[config.mk]
export PLATFORM = sky130hd
export DESIGN_NAME = mem_arbiter_flat
export DESIGN_NICKNAME = d
export VERILOG_FILES = /design/src/rtl/mem_arbiter_if.sv /design/src/rtl/mem_arbiter.sv /design/src/flat_wrapper.sv
export SDC_FILE = /design/constraint.sdc
export NUM_CORES = 1
export LEC_CHECK = 0
export ABC_AREA = 0
export ABC_CLOCK_PERIOD_IN_PS = 3400
export CORE_MARGIN = 10
export CORE_UTILIZATION = 36
export CTS_CLUSTER_DIAMETER = 120
export DETAILED_ROUTE_END_ITERATION = 12
export HOLD_SLACK_MARGIN = 0.1
export PLACE_DENSITY = 0.85
export SLEW_MARGIN = 30
export SYNTH_ARGS = -nofsm -noshare
export SYNTH_HDL_FRONTEND = slang
export SYNTH_SLANG_ARGS = --single-unit
[constraint.sdc]
create_clock -name clk -period 3.4 [get_ports clk]
set_clock_uncertainty 0.05 [all_clocks]
set_input_delay 0.51 -clock clk [delete_from_list [all_inputs] [get_ports clk]]
set_output_delay 0.51 -clock clk [all_outputs]
set_load 0.005 [all_outputs]
[src/rtl/mem_arbiter_if.sv]
// Bundle of the fetch, load/store and memory-side signals around mem_arbiter.
// slave is the arbiter's view; master is the core/memory side that drives it.
interface mem_arbiter_if #(
   parameter int AW = 32,
   parameter int DW = 32
);
   logic            if_req;
   logic [AW-1:0]   if_addr;
   logic            if_gnt;
   logic            if_rvalid;
   logic [DW-1:0]   if_rdata;

   logic            ls_req;
   logic            ls_we;
   logic [DW/8-1:0] ls_be;
   logic [AW-1:0]   ls_addr;
   logic [DW-1:0]   ls_wdata;
   logic            ls_gnt;
   logic            ls_rvalid;
   logic [DW-1:0]   ls_rdata;

   logic            mem_req;
   logic            mem_we;
   logic [DW/8-1:0] mem_be;
   logic [AW-1:0]   mem_addr;
   logic [DW-1:0]   mem_wdata;
   logic            mem_ready;
   logic            mem_rvalid;
   logic [DW-1:0]   mem_rdata;

   modport slave (
      input  if_req, if_addr, ls_req, ls_we, ls_be, ls_addr, ls_wdata,
             mem_ready, mem_rvalid, mem_rdata,
      output if_gnt, if_rvalid, if_rdata, ls_gnt, ls_rvalid, ls_rdata,
             mem_req, mem_we, mem_be, mem_addr, mem_wdata
   );

   modport master (
      output if_req, if_addr, ls_req, ls_we, ls_be, ls_addr, ls_wdata,
             mem_ready, mem_rvalid, mem_rdata,
      input  if_gnt, if_rvalid, if_rdata, ls_gnt, ls_rvalid, ls_rdata,
             mem_req, mem_we, mem_be, mem_addr, mem_wdata
   );
endinterface

[src/rtl/mem_arbiter.sv]
// Shares one memory port between fetch (IF) and load/store (LS), one transaction in flight.
// Define ARB_ROUND_ROBIN_EN for round-robin tie breaking; otherwise LS wins ties.
module mem_arbiter #(
   parameter int AW = 32,
   parameter int DW = 32
) (
   input logic          clk,
   input logic          reset,
   mem_arbiter_if.slave bus
);
   localparam int BW = DW / 8;

   localparam logic [1:0] IDLE = 2'd0;
   localparam logic [1:0] CMD  = 2'd1;
   localparam logic [1:0] RESP = 2'd2;

   localparam logic OWN_IF = 1'b0;
   localparam logic OWN_LS = 1'b1;

   typedef struct packed {
      logic          we;
      logic [BW-1:0] be;
      logic [AW-1:0] addr;
      logic [DW-1:0] wdata;
   } cmd_t;

   logic [1:0] state;
   logic       owner;
   logic       last;
   logic       win;
   logic       hs;
   logic       rsp;
   cmd_t       cmd;

   always_comb begin
      win = bus.ls_req ? OWN_LS : OWN_IF;
`ifdef ARB_ROUND_ROBIN_EN
      if (bus.if_req && bus.ls_req)
         win = (last == OWN_IF) ? OWN_LS : OWN_IF;
`endif
   end

`ifndef ARB_ROUND_ROBIN_EN
   // history is still tracked so both builds carry identical state
   logic unused_last;
   assign unused_last = last;
`endif

   always_ff @(posedge clk or negedge reset) begin
      if (!reset) begin
         state <= IDLE;
         owner <= OWN_IF;
         last  <= OWN_LS;
         cmd   <= '0;
      end else begin
         case (state)
            IDLE: if (bus.if_req || bus.ls_req) begin
               owner <= win;
               state <= CMD;
               if (win == OWN_LS) begin
                  cmd.we    <= bus.ls_we;
                  cmd.be    <= bus.ls_be;
                  cmd.addr  <= bus.ls_addr;
                  cmd.wdata <= bus.ls_wdata;
               end else begin
                  cmd.we    <= 1'b0;
                  cmd.be    <= {BW{1'b1}};
                  cmd.addr  <= bus.if_addr;
                  cmd.wdata <= '0;
               end
            end
            CMD: if (bus.mem_ready) begin
               last  <= owner;
               state <= cmd.we ? IDLE : RESP;
            end
            RESP: if (bus.mem_rvalid) state <= IDLE;
            default: state <= IDLE;
         endcase
      end
   end

   assign bus.mem_req   = (state == CMD);
   assign bus.mem_we    = cmd.we;
   assign bus.mem_be    = cmd.be;
   assign bus.mem_addr  = cmd.addr;
   assign bus.mem_wdata = cmd.wdata;

   assign hs  = bus.mem_req & bus.mem_ready;
   assign rsp = (state == RESP) & bus.mem_rvalid;

   assign bus.if_gnt    = hs & (owner == OWN_IF);
   assign bus.ls_gnt    = hs & (owner == OWN_LS);
   assign bus.if_rvalid = rsp & (owner == OWN_IF);
   assign bus.ls_rvalid = rsp & (owner == OWN_LS);

   // read data is gated so idle/non-owner ports never show stale bus values
   assign bus.if_rdata = bus.if_rvalid ? bus.mem_rdata : '0;
   assign bus.ls_rdata = bus.ls_rvalid ? bus.mem_rdata : '0;
endmodule

[src/flat_wrapper.sv]
// flat-port wrapper written by rule: the top's interface ports become plain ports
module mem_arbiter_flat 
#(
   parameter int AW = 32,
   parameter int DW = 32
)
  (clk, reset, bus_if_req, bus_if_addr, bus_ls_req, bus_ls_we, bus_ls_be, bus_ls_addr, bus_ls_wdata, bus_mem_ready, bus_mem_rvalid, bus_mem_rdata, bus_if_gnt, bus_if_rvalid, bus_if_rdata, bus_ls_gnt, bus_ls_rvalid, bus_ls_rdata, bus_mem_req, bus_mem_we, bus_mem_be, bus_mem_addr, bus_mem_wdata);
  mem_arbiter_if #(.AW(AW), .DW(DW)) bus_i ();
  input logic clk;
  input logic reset;
  input wire logic [$bits(bus_i.if_req)-1:0] bus_if_req;
  input wire logic [$bits(bus_i.if_addr)-1:0] bus_if_addr;
  input wire logic [$bits(bus_i.ls_req)-1:0] bus_ls_req;
  input wire logic [$bits(bus_i.ls_we)-1:0] bus_ls_we;
  input wire logic [$bits(bus_i.ls_be)-1:0] bus_ls_be;
  input wire logic [$bits(bus_i.ls_addr)-1:0] bus_ls_addr;
  input wire logic [$bits(bus_i.ls_wdata)-1:0] bus_ls_wdata;
  input wire logic [$bits(bus_i.mem_ready)-1:0] bus_mem_ready;
  input wire logic [$bits(bus_i.mem_rvalid)-1:0] bus_mem_rvalid;
  input wire logic [$bits(bus_i.mem_rdata)-1:0] bus_mem_rdata;
  output wire logic [$bits(bus_i.if_gnt)-1:0] bus_if_gnt;
  output wire logic [$bits(bus_i.if_rvalid)-1:0] bus_if_rvalid;
  output wire logic [$bits(bus_i.if_rdata)-1:0] bus_if_rdata;
  output wire logic [$bits(bus_i.ls_gnt)-1:0] bus_ls_gnt;
  output wire logic [$bits(bus_i.ls_rvalid)-1:0] bus_ls_rvalid;
  output wire logic [$bits(bus_i.ls_rdata)-1:0] bus_ls_rdata;
  output wire logic [$bits(bus_i.mem_req)-1:0] bus_mem_req;
  output wire logic [$bits(bus_i.mem_we)-1:0] bus_mem_we;
  output wire logic [$bits(bus_i.mem_be)-1:0] bus_mem_be;
  output wire logic [$bits(bus_i.mem_addr)-1:0] bus_mem_addr;
  output wire logic [$bits(bus_i.mem_wdata)-1:0] bus_mem_wdata;
  assign bus_i.if_req = bus_if_req;
  assign bus_i.if_addr = bus_if_addr;
  assign bus_i.ls_req = bus_ls_req;
  assign bus_i.ls_we = bus_ls_we;
  assign bus_i.ls_be = bus_ls_be;
  assign bus_i.ls_addr = bus_ls_addr;
  assign bus_i.ls_wdata = bus_ls_wdata;
  assign bus_i.mem_ready = bus_mem_ready;
  assign bus_i.mem_rvalid = bus_mem_rvalid;
  assign bus_i.mem_rdata = bus_mem_rdata;
  assign bus_if_gnt = bus_i.if_gnt;
  assign bus_if_rvalid = bus_i.if_rvalid;
  assign bus_if_rdata = bus_i.if_rdata;
  assign bus_ls_gnt = bus_i.ls_gnt;
  assign bus_ls_rvalid = bus_i.ls_rvalid;
  assign bus_ls_rdata = bus_i.ls_rdata;
  assign bus_mem_req = bus_i.mem_req;
  assign bus_mem_we = bus_i.mem_we;
  assign bus_mem_be = bus_i.mem_be;
  assign bus_mem_addr = bus_i.mem_addr;
  assign bus_mem_wdata = bus_i.mem_wdata;
  mem_arbiter #(.AW(AW), .DW(DW)) u_core (.clk(clk), .reset(reset), .bus(bus_i));
endmodule
==> results of run 1 <==
==> kinds of logic after synthesis <==
logic type,Yosys count,share of synthesized area
compound gates,42,0.104
buf+inv,22,0.0326
flops,72,0.521
mux,64,0.208
simple gates,76,0.134
==> layout make-up <==
cell class,instances,area share
clock buffer,9,0.0189
timing repair buffer,285,0.431
clock inverter,7,0.0145
sequential,72,0.274
tap,129,0.0246
inverter,1,0.000572
multi-input combinational,182,0.236
==> synth_stat cells <==
| cell type | number |
|---|---|
| nor2_1 | 2 |
| o21a_1 | 1 |
| clkbuf_1 | 10 |
| o21ai_2 | 1 |
| and2_1 | 65 |
| a22o_1 | 33 |
| buf_6 | 1 |
| mux2_2 | 64 |
| and3_1 | 1 |
| buf_4 | 4 |
| nor2b_1 | 1 |
| inv_1 | 1 |
| a21o_1 | 1 |
| nand2_1 | 3 |
| buf_2 | 6 |
| o22a_1 | 4 |
| nand3b_1 | 1 |
| o21ai_0 | 2 |
| nor3_1 | 1 |
| nand2b_1 | 1 |
| dfrtp_1 | 72 |
| nor3b_1 | 1 |
==> through the flow <==
stage / hold slack [ns] / instances / util
floorplan: 0.164 / 276 / -
global placement: 0.439 / 669 / 0.683
detailed placement: 0.441 / 669 / 0.683
CTS: 0.258 / 685 / 0.707
global route: 0.105 / 685 / 0.707
finish: 0.0858 / 685 / 0.707
==> routing by layer <==
| layer | GRT usage | vias to the layer above | part of all wire |
|---|---|---|---|
| met5 | 0 | - | 0 |
| li1 | - | 1518 | - |
| met3 | 0.0835 | 14 | 0.089 |
| met1 | 0.188 | 1545 | 0.36 |
| met2 | 0.362 | 163 | 0.53 |
| met4 | 0.0564 | 0 | 0.018 |
==> registers in the layout, summed over array words and instances, names as in the netlist <==
signal	count
u_core.owner	1
u_core.bus.mem_addr	32
u_core.bus.mem_be	4
u_core.bus.mem_we	1
u_core.bus.mem_wdata	32
u_core.state	2
==> path summary, 6_finish.rpt <==
path	startpoint	to	slack, ns	depth (start not counted)
max in group asynchronous	reset	u_core.bus.mem_wdata[8]$_DFFE_PN0P_	2.45	2
setup reg to reg	u_core.state[0]$_DFFE_PN0P_	u_core.bus.mem_addr[15]$_DFFE_PN0P_	1.55	4
hold reg to reg	u_core.bus.mem_wdata[7]$_DFFE_PN0P_	u_core.bus.mem_wdata[7]$_DFFE_PN0P_	0.45	1
min in group clk	u_core.bus.mem_wdata[7]$_DFFE_PN0P_	u_core.bus.mem_wdata[7]$_DFFE_PN0P_	0.45	1
setup / recovery	bus_mem_rvalid	bus_ls_rdata[28]	0.60	6
hold / removal	reset	u_core.bus.mem_addr[5]$_DFFE_PN0P_	0.09	1
==> power groups by stage <==
stage	clock (mW)	combinational (mW)	sequential, mW
after global routing	0.801	2.23	1.54
after floorplan	0	0.808	1.50
after CTS	0.763	2.13	1.48
after detailed placement	0	2.13	1.49
final	0.738	2.09	1.48
after global placement	0	2.09	1.47
==> results by group, run 1 <==
Global routing
  • Largest net degree at the start of global routing: 40
  • Via count of the first global-routing pass: 3691
  • Remaining Overflow, GRT: 0
  • Global-route wire length before repair: 21.5 mm
  • Number of antenna violations at the first check in global routing: 0
  • Total Routing Usage GR: 0.194

Synth
  • Most area-consuming cells after synthesis: dfrtp_1, mux2_2, and2_1
  • Cell type with the largest total area after synthesis: dfrtp_1
  • Total of flip-flops plus latches after synthesis: 72
  • Area fraction of the dominant cell type after synthesis: 0.521
  • Mapped Nets: 415
  • Gate count of the mapped netlist: 276
  • Total standard cell area after synthesis: 0.00346 mm^2
  • Count of warnings emitted by yosys: 0
  • Part of the Yosys area used for sequential elements: 0.521
  • Average instance area after synthesis: 12.5 um^2
  • Post-synth cell types: 22

Pwr
  • Worst vdd ir: 0.000450 V
  • Pint: 3.02 mW
  • NetSw: 1.29 mW
  • Pwr Density: 656 mW/mm^2
  • Static leakage: 2.68 nW
  • Logic gate share of total power: 0.485
  • Proportion of total power due to net switching: 0.299
  • Total chip power: 4.31 mW
  • Relative contribution of sequential cells to total power: 0.344
  • Clock network fraction of total power: 0.171

Timing
  • Max-Slew Margin vs Limit: 0.665
  • Achievable frequency: 0.357 GHz
  • Worst setup slack after layout: 0.599 ns
  • Final Max Slew Viols: 0
  • Final critical path time including I/O delays and setup: 2.80 ns
  • Setup violation total in the final timing report: 0
  • Setup tns final: 0 ns
  • Unrepaired setup endpoints after global routing: false
  • Number of failing hold endpoints at the final stage: 0
  • Slew @ Worst Pin: 0.503 ns
  • Final worst path period share: 0.824

Clocking
  • Post-CTS Setup Repair Bufs: 0
  • Deepest level of the CTS H-tree: 3
  • CTS Hold Bufs: 0
  • Buffer type at the clock tree root: clkbuf_8
  • Clock latency on the worst-skew pair: 0.33 ns
  • Clock transition at the registers of the reported paths: 0.08 ns
  • Clock tree from TritonCTS: built
  • Post-cts sizing count: 0
  • Maximum root-to-sink buffer count: 2
  • Sinks on the clock net: 72
  • Number of buffers inserted during clock tree synthesis: 9

Layout
  • Final #Nets: 690
  • Design Area, Final: 0.00657 mm^2
  • Final antenna diode count: 0
  • Most common cell after layout, fill and taps aside: clkdlybuf4s50_1
  • Growth of design area from synthesis to finish: 89.9%
  • Area of the multi-input gates: 0.00155 mm^2
  • Register Area: 0.00180 mm^2
  • Fill cells: 665
  • Share of cells above drive strength 1: 0.167
  • Commonest cells after routing, fill and taps aside: clkdlybuf4s50_1, dfrtp_1, and2_1

Critical path
  • Data arrival time of the critical path: 2.24 ns
  • Critical path's most frequent cell: clkdlybuf4s50_1
  • Start-to-end type of the worst setup path: in -> out
  • Crit path required time: 2.84 ns
  • Nature of the critical path startpoint: input port
  • Worst path max stage delay: 0.53 ns
  • Crit-path leading delay family: buffers and inverters
  • Total buffers and inverters traversed by the critical path: 3
  • Ordered list of cells on the worst path: clkdlybuf4s50_1 > nand2_1 > nor3b_2 > buf_4 > and2_1 > clkdlybuf4s50_1
  • Worst setup EP type: output pin
  • Slowest stage cell on the critical path: clkdlybuf4s50_1
  • Highest fanout seen on the critical path: 33

Die
  • IO Pins: 277
  • Floorplan row count: 35
  • Die Width: 118 um
  • Initial standard-cell utilization of the core: 0.372
  • Area of the core: 0.00928 mm^2
  • Vertical extent of the die: 118 um
  • Total die area: 0.0139 mm^2

Route
  • First DRT Iteration DRCs: 148
  • Via-per-instance ratio: 4.73
  • Number of DRC violations after detailed routing: 0
  • ANT nets after route: 0
  • Final WL: 13.9 mm
  • Count of TritonRoute iterations in the first routing pass: 4
  • Total vias in the final route: 3240
  • Wire per inst: 20.2 um

Flow run
  • Number of violations of the max-capacitance limit: 0

Placement
  • Number of I/O port buffers: 276
  • Post-place instance area: 0.00634 mm^2
  • Weighted congestion at the end of routability-driven global placement: 0.808
  • Sum of net half-perimeters after detailed placement: 11.6 mm
  • Setup slack after placement: 0.580 ns

Status
  • Status: completed

Hold path
  • Type of the tightest min-delay check: in -> async
Note: power is estimated with default switching activity, not from simulation.
==> run 2: changes to the inputs <==
--- a/config.mk
+++ b/config.mk
@@ -6,13 +6,13 @@
 export NUM_CORES = 1
 export LEC_CHECK = 0
 export ABC_AREA = 0
-export ABC_CLOCK_PERIOD_IN_PS = 3400
+export ABC_CLOCK_PERIOD_IN_PS = 2900
 export CORE_MARGIN = 10
-export CORE_UTILIZATION = 36
+export CORE_UTILIZATION = 33
 export CTS_CLUSTER_DIAMETER = 120
 export DETAILED_ROUTE_END_ITERATION = 12
 export HOLD_SLACK_MARGIN = 0.1
-export PLACE_DENSITY = 0.85
+export PLACE_DENSITY = 0.79
 export SLEW_MARGIN = 30
 export SYNTH_ARGS = -nofsm -noshare
 export SYNTH_HDL_FRONTEND = slang
==> constraint.sdc (replaced) <==
create_clock -name clk -period 2.9 [get_ports clk]
set_clock_uncertainty 0.05 [all_clocks]
set_input_delay 0.435 -clock clk [delete_from_list [all_inputs] [get_ports clk]]
set_output_delay 0.435 -clock clk [all_outputs]
set_load 0.005 [all_outputs]
==> run 2 against run 1 <==
Net effect: count of clock-buffer cells in the layout unchanged; clock power up 29%; sequential share of layout area down 0.18 points; critical path depth unchanged; utilization down 6.4 points; global-route usage down 2.5 points; critical path type unchanged; highest routed layer unchanged; setup slack worse by 0.33 ns.
==> results by group, run 2 (same netlist as run 1, synthesis figures left out) <==
Clocking
  • Number of buffers inserted during clock tree synthesis: 9 (unchanged)
  • Buffer type at the clock tree root: clkbuf_8
  • Deepest level of the CTS H-tree: 3 (unchanged)
  • Sinks on the clock net: 72 (unchanged)
  • CTS Hold Bufs: 0 (unchanged)
  • Post-CTS Setup Repair Bufs: 0 (unchanged)
  • Post-cts sizing count: 0 (unchanged)
  • Clock transition at the registers of the reported paths: 0.08 ns (about the same)
  • Maximum root-to-sink buffer count: 2 (unchanged)
  • Clock latency on the worst-skew pair: 0.34 ns (about the same)
  • Clock tree from TritonCTS: built

Critical path
  • Highest fanout seen on the critical path: 33 (unchanged)
  • Depth of the worst register-to-register path: 4 (unchanged)
  • Reg-to-reg critical path endpoint: u_core.bus.mem_addr[28]$_DFFE_PN0P_
  • Ordered list of cells on the worst path: clkdlybuf4s50_1 > nand2_1 > nor3b_2 > buf_12 > and2_1 > clkdlybuf4s50_1
  • Crit path required time: 2.41 ns (-0.43 ns)
  • Critical path's most frequent cell: clkdlybuf4s50_1
  • Total buffers and inverters traversed by the critical path: 3 (unchanged)
  • Start-to-end type of the worst setup path: in -> out
  • Slowest stage cell on the critical path: clkdlybuf4s50_1
  • R2R setup slack: 1.01 ns (-0.54 ns)
  • Startpoint of the worst-slack reg-to-reg timing path: u_core.state[0]$_DFFE_PN0P_
  • Worst path max stage delay: 0.51 ns (-0.02 ns)
  • Worst setup EP type: output pin
  • Nature of the critical path startpoint: input port
  • Data arrival time of the critical path: 2.14 ns (-0.10 ns)
  • Crit-path leading delay family: buffers and inverters

Global routing
  • Total Routing Usage GR: 0.169 (-0.0247)
  • Largest net degree at the start of global routing: 41 (+2.5%)
  • Global-route wire length before repair: 19.7 mm (-8.1%)
  • Via count of the first global-routing pass: 3530 (-4.4%)
  • Remaining Overflow, GRT: 0 (unchanged)
  • Number of antenna violations at the first check in global routing: 0 (unchanged)

Timing
  • Max-Slew Margin vs Limit: 0.477 (-0.188)
  • Unrepaired setup endpoints after global routing: false
  • Final Max Slew Viols: 0 (unchanged)
  • Setup tns final: 0 ns (unchanged)
  • Achievable frequency: 0.381 GHz
  • Number of failing hold endpoints at the final stage: 0 (unchanged)
  • Slew @ Worst Pin: 0.784 ns (+0.281 ns)
  • Final critical path time including I/O delays and setup: 2.63 ns
  • Final worst path period share: 0.906
  • Setup violation total in the final timing report: 0 (unchanged)

Status
  • Status: completed

Layout
  • Design Area, Final: 0.00661 mm^2 (+0.67%)
  • Most common cell after layout, fill and taps aside: clkdlybuf4s50_1
  • Final #Nets: 689 (-0.14%)
  • Growth of design area from synthesis to finish: 91.2%
  • Commonest cells after routing, fill and taps aside: clkdlybuf4s50_1, dfrtp_1, and2_1
  • Fill cells: 835 (+26%)
  • Final antenna diode count: 0 (unchanged)
  • Share of cells above drive strength 1: 0.168 (+0.000301)

Route
  • First DRT Iteration DRCs: 97 (-34%)
  • Final WL: 13.7 mm (-1.5%)
  • ANT nets after route: 0 (unchanged)
  • Total vias in the final route: 3237 (-0.093%)
  • Via-per-instance ratio: 4.68 (-0.96%)
  • Wire per inst: 19.8 um (-2.3%)
  • Count of TritonRoute iterations in the first routing pass: 4 (unchanged)
  • Number of DRC violations after detailed routing: 0 (unchanged)

Die
  • Initial standard-cell utilization of the core: 0.336 (-0.0360)
  • Floorplan row count: 37 (+5.7%)
  • Total die area: 0.0150 mm^2 (+7.5%)
  • Die Width: 122 um (+3.7%)
  • Vertical extent of the die: 122 um (+3.7%)
  • Area of the core: 0.0103 mm^2 (+11%)
  • IO Pins: 277 (unchanged)

Hold path
  • Type of the tightest min-delay check: in -> async

Pwr
  • Proportion of total power due to net switching: 0.292 (-0.00641)
  • NetSw: 1.50 mW (+17%)
  • Logic gate share of total power: 0.475 (-0.010)
  • Static leakage: 2.69 nW (+0.45%)
  • Pint: 3.63 mW (+20%)
  • Worst vdd ir: 0.000453 V (+0.75%)
  • Pwr Density: 777 mW/mm^2 (+18%)
  • Clock network fraction of total power: 0.186 (+0.015)
  • Relative contribution of sequential cells to total power: 0.338 (-0.006)

Placement
  • Sum of net half-perimeters after detailed placement: 11.2 mm (-3.2%)
  • Post-place instance area: 0.00637 mm^2 (+0.34%)
  • Weighted congestion at the end of routability-driven global placement: 0.871 (+7.8%)
  • Number of I/O port buffers: 276 (unchanged)

Flow run
  • Number of violations of the max-capacitance limit: 0 (unchanged)
==> run 2: cell count changes in the layout (fill, tap and decap cells not counted), sizes merged <==
| cell | change |
|---|---|
| clkdlybuf4s50 | -1 |
| bufinv | +1 |
| inv | -1 |
==> run 2: cell type report <==
| class | instances | area [um^2] | area share |
|---|---|---|---|
| Clock buffer | 9 | 124 | 0.0187 |
| Clock inverter | 7 | 120 | 0.0182 |
| Inverter | 1 | 3.75 | 0.000568 |
| Sequential cell | 72 | 1800 | 0.273 |
| Multi-Input combinational cell | 182 | 1550 | 0.235 |
| Timing Repair Buffer | 284 | 2840 | 0.429 |
| Tap cell | 136 | 170 | 0.0257 |
==> run 2: stage by stage <==
| stage | setup slack [ns] | hold slack (ns) | power (mW) | instances | util |
|---|---|---|---|---|---|
| CTS | 0.248 | 0.133 | 5.23 | 691 | 0.643 |
| global route | 0.146 | 0.173 | 5.44 | 691 | 0.643 |
| detailed placement | 0.251 | 0.441 | 4.24 | 675 | 0.619 |
| global placement | 0.307 | 0.437 | 4.17 | 675 | 0.619 |
| finish | 0.272 | 0.116 | 5.13 | 691 | 0.643 |
| floorplan | 1.18 | 0.0894 | 2.71 | 276 | - |
==> run 2: worst max-delay path by stage <==
stage | start | end | slack, ns | depth (start not counted)
final | bus_mem_rvalid | bus_ls_rdata[20] | 0.27 | 6
after detailed placement | bus_mem_rvalid | bus_ls_rdata[5] | 0.25 | 6
after floorplan | bus_mem_rvalid | bus_ls_rdata[10] | 1.18 | 4
after global routing | bus_mem_rvalid | bus_ls_rdata[8] | 0.15 | 6
after global placement | bus_mem_rvalid | bus_ls_rdata[21] | 0.31 | 6
after CTS | bus_mem_rvalid | bus_ls_rdata[1] | 0.25 | 6
==> run 2: power by group through the flow <==
stage / registers [mW] / logic [mW] / clock network, mW
floorplan: 1.76 / 0.948 / 0
global placement: 1.72 / 2.44 / 0
detailed placement: 1.75 / 2.50 / 0
CTS: 1.74 / 2.50 / 0.981
global route: 1.80 / 2.62 / 1.02
finish: 1.74 / 2.44 / 0.955
==> run 2: metal layers <==
layer | GRT usage | share of wire | up-vias
met5 | 0 | 0 | -
met1 | 0.167 | 0.35 | 1551
met3 | 0.0624 | 0.093 | 11
met4 | 0.0390 | 0.0099 | 0
met2 | 0.326 | 0.54 | 155
li1 | - | - | 1520
